**src/rtl/mm2im_accumulator.sv**
```systemverilog
// MM2IM accumulator: serialises one mapped row of PE partial sums through a 3-stage
// read-modify-write pipeline into 16 accumulator BRAMs. Optional clamp: ACC_SATURATE_EN.
module mm2im_accumulator #(
    parameter int NUM_PE = 16,
    parameter int PSUM_W = 16,
    parameter int ACC_W  = 24
) (
    input  logic                     clk,
    input  logic                     rst,
    input  logic                     map_valid,
    output logic                     map_ready,
    input  logic [NUM_PE-1:0]        cmap,
    input  logic [NUM_PE*14-1:0]     omap_flat,
    input  logic [NUM_PE*PSUM_W-1:0] psum_flat,
    output logic [15:0]              acc_rd_en,
    output logic [9:0]               acc_rd_addr,
    input  logic [16*ACC_W-1:0]      acc_rd_data_flat,
    output logic [15:0]              acc_wr_en,
    output logic [9:0]               acc_wr_addr,
    output logic [ACC_W-1:0]         acc_wr_data,
    output logic                     acc_idle,
    output logic [15:0]              wr_count
`ifdef ACC_SATURATE_EN
    ,
    output logic                     sat_flag
`endif
);

    localparam int IDX_W = $clog2(NUM_PE);

    typedef enum logic {S_IDLE, S_SCAN} state_t;

    state_t                     state;
    logic [NUM_PE-1:0]          mask_q;
    logic [NUM_PE*14-1:0]       omap_q;
    logic [NUM_PE*PSUM_W-1:0]   psum_q;

    logic                       s0_v, s1_v, s2_v, w_v;
    logic [13:0]                s0_key, s1_key, s2_key, w_key;
    logic [PSUM_W-1:0]          s0_psum, s1_psum;
    logic [ACC_W-1:0]           s2_sum, w_sum;

    logic [IDX_W-1:0]           pick;
    logic [13:0]                pick_key;
    logic [PSUM_W-1:0]          pick_psum;
    logic [ACC_W-1:0]           operand;
    logic [ACC_W-1:0]           sum;
`ifdef ACC_SATURATE_EN
    logic [ACC_W:0]             sum_wide;
    logic                       overflow;
`endif

    // Lowest-index remaining entry wins: scan high to low so the last hit is the lowest.
    always_comb begin
        pick = '0;
        for (int unsigned i = 0; i < NUM_PE; i++) begin
            if (mask_q[NUM_PE-1-i]) pick = IDX_W'(NUM_PE-1-i);
        end
        pick_key  = omap_q[int'(pick)*14 +: 14];
        pick_psum = psum_q[int'(pick)*PSUM_W +: PSUM_W];
    end

    // S1 operand: the write in flight (S2) is newest, then the one just written (W),
    // which the read-first BRAM returned as stale data.
    always_comb begin
        operand = acc_rd_data_flat[int'(s1_key[13:10])*ACC_W +: ACC_W];
        if (s2_v && s2_key == s1_key)
            operand = s2_sum;
        else if (w_v && w_key == s1_key)
            operand = w_sum;
    end

`ifdef ACC_SATURATE_EN
    always_comb begin
        sum_wide = {operand[ACC_W-1], operand}
                 + {{(ACC_W+1-PSUM_W){s1_psum[PSUM_W-1]}}, s1_psum};
        overflow = sum_wide[ACC_W] != sum_wide[ACC_W-1];
        sum      = sum_wide[ACC_W-1:0];
        if (overflow)
            sum = sum_wide[ACC_W] ? {1'b1, {(ACC_W-1){1'b0}}} : {1'b0, {(ACC_W-1){1'b1}}};
    end
`else
    always_comb begin
        sum = operand + {{(ACC_W-PSUM_W){s1_psum[PSUM_W-1]}}, s1_psum};
    end
`endif

    assign acc_rd_en   = s0_v ? (16'b1 << s0_key[13:10]) : '0;
    assign acc_rd_addr = s0_key[9:0];
    assign acc_wr_en   = s2_v ? (16'b1 << s2_key[13:10]) : '0;
    assign acc_wr_addr = s2_key[9:0];
    assign acc_wr_data = s2_sum;
    assign acc_idle    = (state == S_IDLE) && !s0_v && !s1_v && !s2_v;

    always_ff @(posedge clk) begin
        if (rst) begin
            state     <= S_IDLE;
            map_ready <= 1'b0;
            mask_q    <= '0;
            omap_q    <= '0;
            psum_q    <= '0;
            s0_v      <= 1'b0;
            s0_key    <= '0;
            s0_psum   <= '0;
            s1_v      <= 1'b0;
            s1_key    <= '0;
            s1_psum   <= '0;
            s2_v      <= 1'b0;
            s2_key    <= '0;
            s2_sum    <= '0;
            w_v       <= 1'b0;
            w_key     <= '0;
            w_sum     <= '0;
            wr_count  <= '0;
`ifdef ACC_SATURATE_EN
            sat_flag  <= 1'b0;
`endif
        end else begin
            s1_v    <= s0_v;
            s1_key  <= s0_key;
            s1_psum <= s0_psum;
            s2_v    <= s1_v;
            s2_key  <= s1_key;
            s2_sum  <= sum;
            w_v     <= s2_v;
            w_key   <= s2_key;
            w_sum   <= s2_sum;
            if (s2_v) wr_count <= wr_count + 16'd1;
`ifdef ACC_SATURATE_EN
            if (s1_v && overflow) sat_flag <= 1'b1;
`endif
            s0_v <= 1'b0;
            case (state)
                S_IDLE: begin
                    if (map_valid && map_ready) begin
                        mask_q    <= cmap;
                        omap_q    <= omap_flat;
                        psum_q    <= psum_flat;
                        state     <= S_SCAN;
                        map_ready <= 1'b0;
                    end else begin
                        map_ready <= 1'b1;
                    end
                end
                S_SCAN: begin
                    if (mask_q != '0) begin
                        s0_v         <= 1'b1;
                        s0_key       <= pick_key;
                        s0_psum      <= pick_psum;
                        mask_q[pick] <= 1'b0;
                    end else begin
                        state     <= S_IDLE;
                        map_ready <= 1'b1;
                    end
                end
                default: begin
                    state     <= S_IDLE;
                    map_ready <= 1'b0;
                end
            endcase
        end
    end

endmodule

```
**config.mk**
```make
export PLATFORM = sky130hd
export DESIGN_NAME = mm2im_accumulator
export DESIGN_NICKNAME = d
export VERILOG_FILES = /design/src/rtl/mm2im_accumulator.sv
export SDC_FILE = /design/constraint.sdc
export NUM_CORES = 2
export LEC_CHECK = 0
export CELL_PAD_IN_SITES_DETAIL_PLACEMENT = 0
export CELL_PAD_IN_SITES_GLOBAL_PLACEMENT = 1
export CORE_AREA = 2 2 377 379
export DETAILED_ROUTE_END_ITERATION = 10
export DIE_AREA = 0 0 379 381
export PLACE_DENSITY_LB_ADDON = 0.08
export SLEW_MARGIN = 20
export SYNTH_ARGS = -nofsm -noshare
export SYNTH_HDL_FRONTEND = slang
export SYNTH_SLANG_ARGS = --single-unit
```
**constraint.sdc**
```tcl
create_clock -name clk -period 9.1 [get_ports clk]
set_input_delay 1.82 -clock clk [delete_from_list [all_inputs] [get_ports clk]]
set_output_delay 1.82 -clock clk [all_outputs]
set_load 0.03 [all_outputs]
```
Word-level counts from Yosys, hierarchy flattened --
Index checks and enable logic that the tools add are counted.
Storage, ports and cells: register bits 654, input port bits 883, output and inout port bits 94
Cells by class: $add $sub $neg 2, $mul 2, magnitude comparators 2, equal/unequal tests 5, shift operators 5, muxes and demuxes 31, bitwise operators 3, reductions and logical operators 15
Operators with widths (count):
- variable part select 384 x 10 -> 24 bit | 1
- variable part select 256 x 9 -> 16 bit | 1
- variable part select 224 x 9 -> 14 bit | 1
- two-way mux 16 bit | 4
- two-way mux 4 bit | 16
- two-way mux 24 bit | 2
- case mux 16 bit (2 select lines) | 1
- << shifter 1 x 4 -> 16 bit (first input constant) | 2
- == test 14 bit | 2
- adder 24 bit | 1
- adder 16 x 1 -> 16 bit (second input constant) | 1
- bitwise AND 16 bit | 1
- inverter 16 bit | 1
- nonzero test 16 bit | 1
- logical AND 1 bit | 7
- multiplier 4 x 3 -> 7 bit (second input constant) | 1
- multiplier 4 x 2 -> 6 bit (second input constant) | 1
- AND reduction 2 bit | 3
- < comparator 4 x 5 -> 1 bit (second input constant) | 1
- two-way mux 1 bit | 5
- demux 1 bit (select 4 bit) | 1
- greater-or-equal comparator 4 x 1 -> 1 bit (second input constant) | 1
- inequality test 2 x 1 -> 1 bit (second input constant) | 2
- case mux 1 bit (2 select lines) | 2
- 4 further kinds | 6

Depth between registers and ports, before layout --
depth after elaboration 24, mapped depth 19, mapped depth without buffers 16

Worst setup path after synthesis --
No wires, ideal clock.
path kind input-to-reg, start point in acc_rd_data_flat[374], end point reg s2_sum[23] (netlist: acc_wr_data[23]), library setup time 128 ps, data arrival time 4845 ps, required time 8972 ps, slack 4127 ps, stages on the path 13, cells stage by stage mux4_2 -> mux4_2 -> mux2i_1 -> a21oi_1 -> ha_1 -> and3_1 -> a221o_1 -> a31o_2 -> a221oi_1 -> a21oi_1 -> o31a_1 -> xnor2_1 -> nor2_1
On the way: word-level cells in the longest chain between the ends 4
RTL lines:
- start, declared | RTL line 17 | input logic [16*ACC_W-1:0] acc_rd_data_flat,
- variable part select 384 x 10 -> 24 bit | RTL line 66 | operand = acc_rd_data_flat[int'(s1_key[13:10])*ACC_W +: ACC_W];
- two-way mux 24 bit | RTL line 69 | else if (w_v && w_key == s1_key)
- two-way mux 24 bit | RTL line 67 | if (s2_v && s2_key == s1_key)
- adder 24 bit | RTL line 84 | sum = operand + {{(ACC_W-PSUM_W){s1_psum[PSUM_W-1]}}, s1_psum};
- end signal, assigned | RTL line 124 | s2_sum <= sum;
- end, declared | RTL line 41 | logic [ACC_W-1:0] s2_sum, w_sum;
No other way between the ends. A chain may end at the register's enable or synchronous reset.

Worst setup path after layout --
start point in acc_rd_data_flat[86], end point reg s2_sum[23] (netlist: acc_wr_data[23])
Same word-level chain as after synthesis.

==> impl_results.html <==
<table>
<tr><th>Metric</th><th>Value</th></tr>
<tr><th colspan="2">Route</th></tr>
<tr><td>Wirelength, routed</td><td>165 mm</td></tr>
<tr><td>Final ANT Viol Nets</td><td>0</td></tr>
<tr><td>Iteration-0 DRC Markers</td><td>1820</td></tr>
<tr><td>Wire per inst</td><td>25.8 µm</td></tr>
<tr><td>Number of remaining DRC errors</td><td>0</td></tr>
<tr><td>Number of detailed-routing iterations run before antenna repair</td><td>5</td></tr>
<tr><td>Via-per-instance ratio</td><td>4.62</td></tr>
<tr><td>Overall via count from detail_route</td><td>29.6k</td></tr>
<tr><th colspan="2">Worst setup path</th></tr>
<tr><td>Slowest-stage cell, CP</td><td>sky130_fd_sc_hd__mux4_2</td></tr>
<tr><td>Endpoint required time on the critical path</td><td>9620 ps</td></tr>
<tr><td>Worst Path Class, Setup</td><td>in2reg</td></tr>
<tr><td>Arrival time worst endpoint</td><td>5770 ps</td></tr>
<tr><td>Worst-path maximum fanout</td><td>5</td></tr>
<tr><td>Crit path largest cell delay</td><td>530 ps</td></tr>
<tr><td>Cell breakdown of the critical path</td><td>clkdlybuf4s50_1 -&gt; mux4_2 -&gt; mux4_2 -&gt; mux2i_1 -&gt; a21oi_1 -&gt; ha_1 -&gt; and3_1 -&gt; a221o_1 -&gt; a31o_2 -&gt; a221oi_1 -&gt; a21oi_1 -&gt; o31a_1 -&gt; xnor2_1 -&gt; nor2_1</td></tr>
<tr><td>CP Capture Type</td><td>register</td></tr>
<tr><td>Setup crit start kind</td><td>input port</td></tr>
<tr><th colspan="2">Clock network</th></tr>
<tr><td>Count of cells resized by post-cts repair</td><td>0</td></tr>
<tr><td>Count of clock tree sinks</td><td>654</td></tr>
<tr><td>Post-CTS clock slew at the launch and capture registers of the worst setup and hold paths</td><td>60 ps</td></tr>
<tr><td>Latest clock arrival within the worst-skew pair</td><td>680 ps</td></tr>
<tr><td>Post-CTS setup-driven buffer insertion count</td><td>0</td></tr>
<tr><td>Hold buffer count at CTS</td><td>0</td></tr>
<tr><td>Root Buffer Master</td><td>sky130_fd_sc_hd__clkbuf_16</td></tr>
<tr><td>Max Root-Sink Buffers</td><td>3</td></tr>
<tr><td>TritonCTS clock tree</td><td>done</td></tr>
<tr><td>Number of levels the H-tree was split into</td><td>3</td></tr>
<tr><td>Number of buffers added by the clock tree synthesis step</td><td>83</td></tr>
<tr><th colspan="2">Global routing</th></tr>
<tr><td>Met2 track demand over resource</td><td>37.8%</td></tr>
<tr><td>Pin count of the biggest net entering global routing</td><td>188</td></tr>
<tr><td>Global-route wire length before repair</td><td>226 mm</td></tr>
<tr><td>Initial antenna violation count</td><td>49</td></tr>
<tr><td>Global routing met3 resource utilization</td><td>4.65%</td></tr>
<tr><td>Number of global-route vias before repair</td><td>29.8k</td></tr>
<tr><td>Global route total overflow</td><td>0</td></tr>
<tr><td>Routing layer with the top usage in global route</td><td>met2</td></tr>
<tr><td>Met1 routing resource usage after global routing</td><td>25.9%</td></tr>
<tr><td>Total global-route track usage</td><td>22.0%</td></tr>
<tr><th colspan="2">STA</th></tr>
<tr><td>Unrepaired setup endpoints after global routing</td><td>no</td></tr>
<tr><td>Final worst clock skew</td><td>23.0 ps</td></tr>
<tr><td>Total negative slack</td><td>0 ps</td></tr>
<tr><td>Final Max Tran Viols</td><td>0</td></tr>
<tr><td>Number of setup violations in the final report</td><td>0</td></tr>
<tr><td>Min cycle time layout</td><td>5250 ps</td></tr>
<tr><td>Worst rel slew slack</td><td>23.9%</td></tr>
<tr><td>Maximum achievable frequency</td><td>191 MHz</td></tr>
<tr><td>Transition time at the pin with the least slew margin</td><td>1140 ps</td></tr>
<tr><td>Final number of hold-violating endpoints</td><td>0</td></tr>
<tr><td>Final worst path period share</td><td>57.7%</td></tr>
<tr><th colspan="2">Layout</th></tr>
<tr><td>Finished Cell Area</td><td>44500 µm²</td></tr>
<tr><td>Total area of sequential cells</td><td>13100 µm²</td></tr>
<tr><td>Area used by multi-input combinational logic</td><td>16000 µm²</td></tr>
<tr><td>Share of layout cells above drive strength 1</td><td>8.46%</td></tr>
<tr><td>Fill cell instance count of the final layout</td><td>15.2k</td></tr>
<tr><td>Relative area change from synthesis to final layout</td><td>46.6%</td></tr>
<tr><td>Final net count</td><td>5324</td></tr>
<tr><td>Final core utilization</td><td>31.6%</td></tr>
<tr><td>Final Instance Count excl. Fillers</td><td>6398</td></tr>
<tr><th colspan="2">Synth</th></tr>
<tr><td>Portion of synthesized cell area occupied by the leading cell type</td><td>43.2%</td></tr>
<tr><td>Most instantiated library cell after synthesis</td><td>sky130_fd_sc_hd__nand2_1</td></tr>
<tr><td>Share of synthesized registers carrying an async set or reset</td><td>0%</td></tr>
<tr><td>Synth Cell Area</td><td>30300 µm²</td></tr>
<tr><td>Number of enable flip-flop cells after synthesis</td><td>0</td></tr>
<tr><td>Primary flip-flop cell chosen by synthesis mapping</td><td>sky130_fd_sc_hd__dfxtp_1</td></tr>
<tr><td>Yosys warning count</td><td>0</td></tr>
<tr><td>Post-synthesis sequential area ratio</td><td>43.2%</td></tr>
<tr><td>Count of mapped cells out of synthesis</td><td>3612</td></tr>
<tr><td>Count of cell types in the netlist</td><td>75</td></tr>
<tr><td>Cell type with the largest total area after synthesis</td><td>sky130_fd_sc_hd__dfxtp_1</td></tr>
<tr><td>Synthesized netlist net count</td><td>4521</td></tr>
<tr><td>Post-synthesis register bit count</td><td>654</td></tr>
<tr><td>Most frequent cells after synthesis</td><td>1099 x sky130_fd_sc_hd__nand2_1, 654 x sky130_fd_sc_hd__dfxtp_1, 563 x sky130_fd_sc_hd__a21oi_1</td></tr>
<tr><td>Average footprint of a synthesized cell</td><td>8.40 µm²</td></tr>
<tr><td>Synth area leaders</td><td>sky130_fd_sc_hd__dfxtp_1 43%, sky130_fd_sc_hd__nand2_1 14%, sky130_fd_sc_hd__a21oi_1 9.3%</td></tr>
<tr><th colspan="2">Outcome</th></tr>
<tr><td>Status</td><td>finished, final reports clean</td></tr>
<tr><th colspan="2">Pwr</th></tr>
<tr><td>Design Power</td><td>0.00840 W</td></tr>
<tr><td>Reg power frac</td><td>37.6%</td></tr>
<tr><td>Psw</td><td>0.00260 W</td></tr>
<tr><td>PD cells</td><td>189 nW/µm²</td></tr>
<tr><td>Internal Power</td><td>0.00580 W</td></tr>
<tr><td>Share of total power consumed by net switching</td><td>31.0%</td></tr>
<tr><td>Combinational Power Share</td><td>22.7%</td></tr>
<tr><td>Static power due to leakage</td><td>15.0 nW</td></tr>
<tr><td>Share of power burned in the clock network</td><td>39.7%</td></tr>
<tr><td>IR Drop Worst-Case VDD</td><td>0.122 mV</td></tr>
<tr><th colspan="2">Place</th></tr>
<tr><td>DP HPWL</td><td>123 mm</td></tr>
<tr><td>Total of buffers placed on input and output ports</td><td>976</td></tr>
<tr><td>Number of placed cells counting well taps</td><td>6220</td></tr>
<tr><td>Area after detailed placement</td><td>41700 µm²</td></tr>
<tr><td>Last weighted congestion value of the routability-driven placer</td><td>0.814</td></tr>
<tr><th colspan="2">Floorplan</th></tr>
<tr><td>Die W</td><td>379 µm</td></tr>
<tr><td>I/O pins</td><td>977</td></tr>
<tr><td>Initial core utilization</td><td>21.6%</td></tr>
<tr><td>Core Footprint</td><td>141000 µm²</td></tr>
<tr><td>Number of core rows</td><td>138</td></tr>
<tr><td>Total die area</td><td>144000 µm²</td></tr>
<tr><td>Vertical die dimension</td><td>381 µm</td></tr>
<tr><th colspan="2">Hold path</th></tr>
<tr><td>Worst min-delay path category</td><td>reg2reg</td></tr>
<tr><th colspan="2">Run</th></tr>
<tr><td>Max-cap violations</td><td>0</td></tr>
</table>
[cell usage in the layout (no fill, tap or decap), drive strengths merged, types with 6 or more instances in the layout]
cell type	instances
ha	25
nor2b	89
a21oi	564
o21ai	53
a21o	6
a22o	23
nand4	8
nor3	21
or4	6
a32o	6
o21a	7
clkbuf	123
diode	26
mux2	43
mux2i	95
a31oi	45
nand2	1100
nand3	28
inv	14
dfxtp	654
o211ai	11
o221ai	18
o22ai	24
xnor2	42
a221oi	13
nor4	19
xor2	15
clkinv	22
a2111oi	11
nor2	135
nand2b	11
clkdlybuf4s50	975
buf	48
mux4	120
a22oi	38
a211oi	13
and3	9
[routing by layer]
metal / routed length [µm] / share of wire, % / vias up
met2: 82300 / 50 / 850
met1: 67200 / 41 / 14361
met5: 184 / 0.11 / -
met3: 9530 / 5.8 / 208
li1: - / - / 14126
met4: 5930 / 3.6 / 28
[logic make-up after synthesis]
| logic type | after synthesis | synth area share (%) |
|---|---|---|
| compound gates | 854 | 16.3 |
| xor+xnor | 57 | 1.65 |
| fa+ha+maj | 26 | 1.10 |
| buf+inv | 316 | 4.46 |
| flops | 654 | 43.2 |
| mux | 258 | 13.6 |
| simple gates | 1447 | 19.7 |
[flip-flops by register name, summed over array words and instances (netlist names), 14 cells and up]
register / flops
acc_wr_data: 24
mask_q: 16
omap_q: 224
psum_q: 256
s0_key: 14
s0_psum: 16
s1_key: 14
s1_psum: 16
s2_key: 14
w_key: 14
w_sum: 24
wr_count: 16
[power groups by stage]
stage	Combinational, W	Sequential, W	Clock [W]
floorplan	0.000925	0.00321	0
global placement	0.00194	0.00322	0
detailed placement	0.00194	0.00322	0
CTS	0.00195	0.00316	0.00345
global route	0.00204	0.00318	0.00355
finish	0.00191	0.00316	0.00333
[layout make-up]
class	count	area share (%)
well taps	1890	5.32
clock buffers	123	5.50
diodes	26	0.146
clock inverters	29	0.594
repair buffers	1023	22.9
flip-flops and latches	654	29.5
multi-input cells	2642	36.0
inverters	11	0.0928
[worst paths after layout]
path / startpoint / to / slack, ps / cells past startpoint
max: acc_rd_data_flat[86] / acc_wr_data[23] / 3850 / 14
min: psum_q[143] / psum_q[143] / 450 / 2
max reg2reg: s1_key[11] / acc_wr_data[23] / 4010 / 16
min reg2reg: psum_q[143] / psum_q[143] / 450 / 2
[critical path: cells and delay by family]
family | cells | cell delay [ps]
XOR/XNOR | 1 | 130
multiplexers | 3 | 1190
adder cells (fa/ha/maj) | 1 | 370
buffers and inverters | 1 | 490
AND/OR/NAND/NOR | 2 | 300
AO/OA/AOI/OAI | 6 | 1460
[per-stage QoR]
stage	setup slack [ps]	hold slack, ps
after floorplan	4130	431
after global placement	3180	441
after detailed placement	3200	444
after CTS	3920	453
after global routing	3590	464
final	3850	451
No activity file was read; power rests on OpenSTA's default activity.
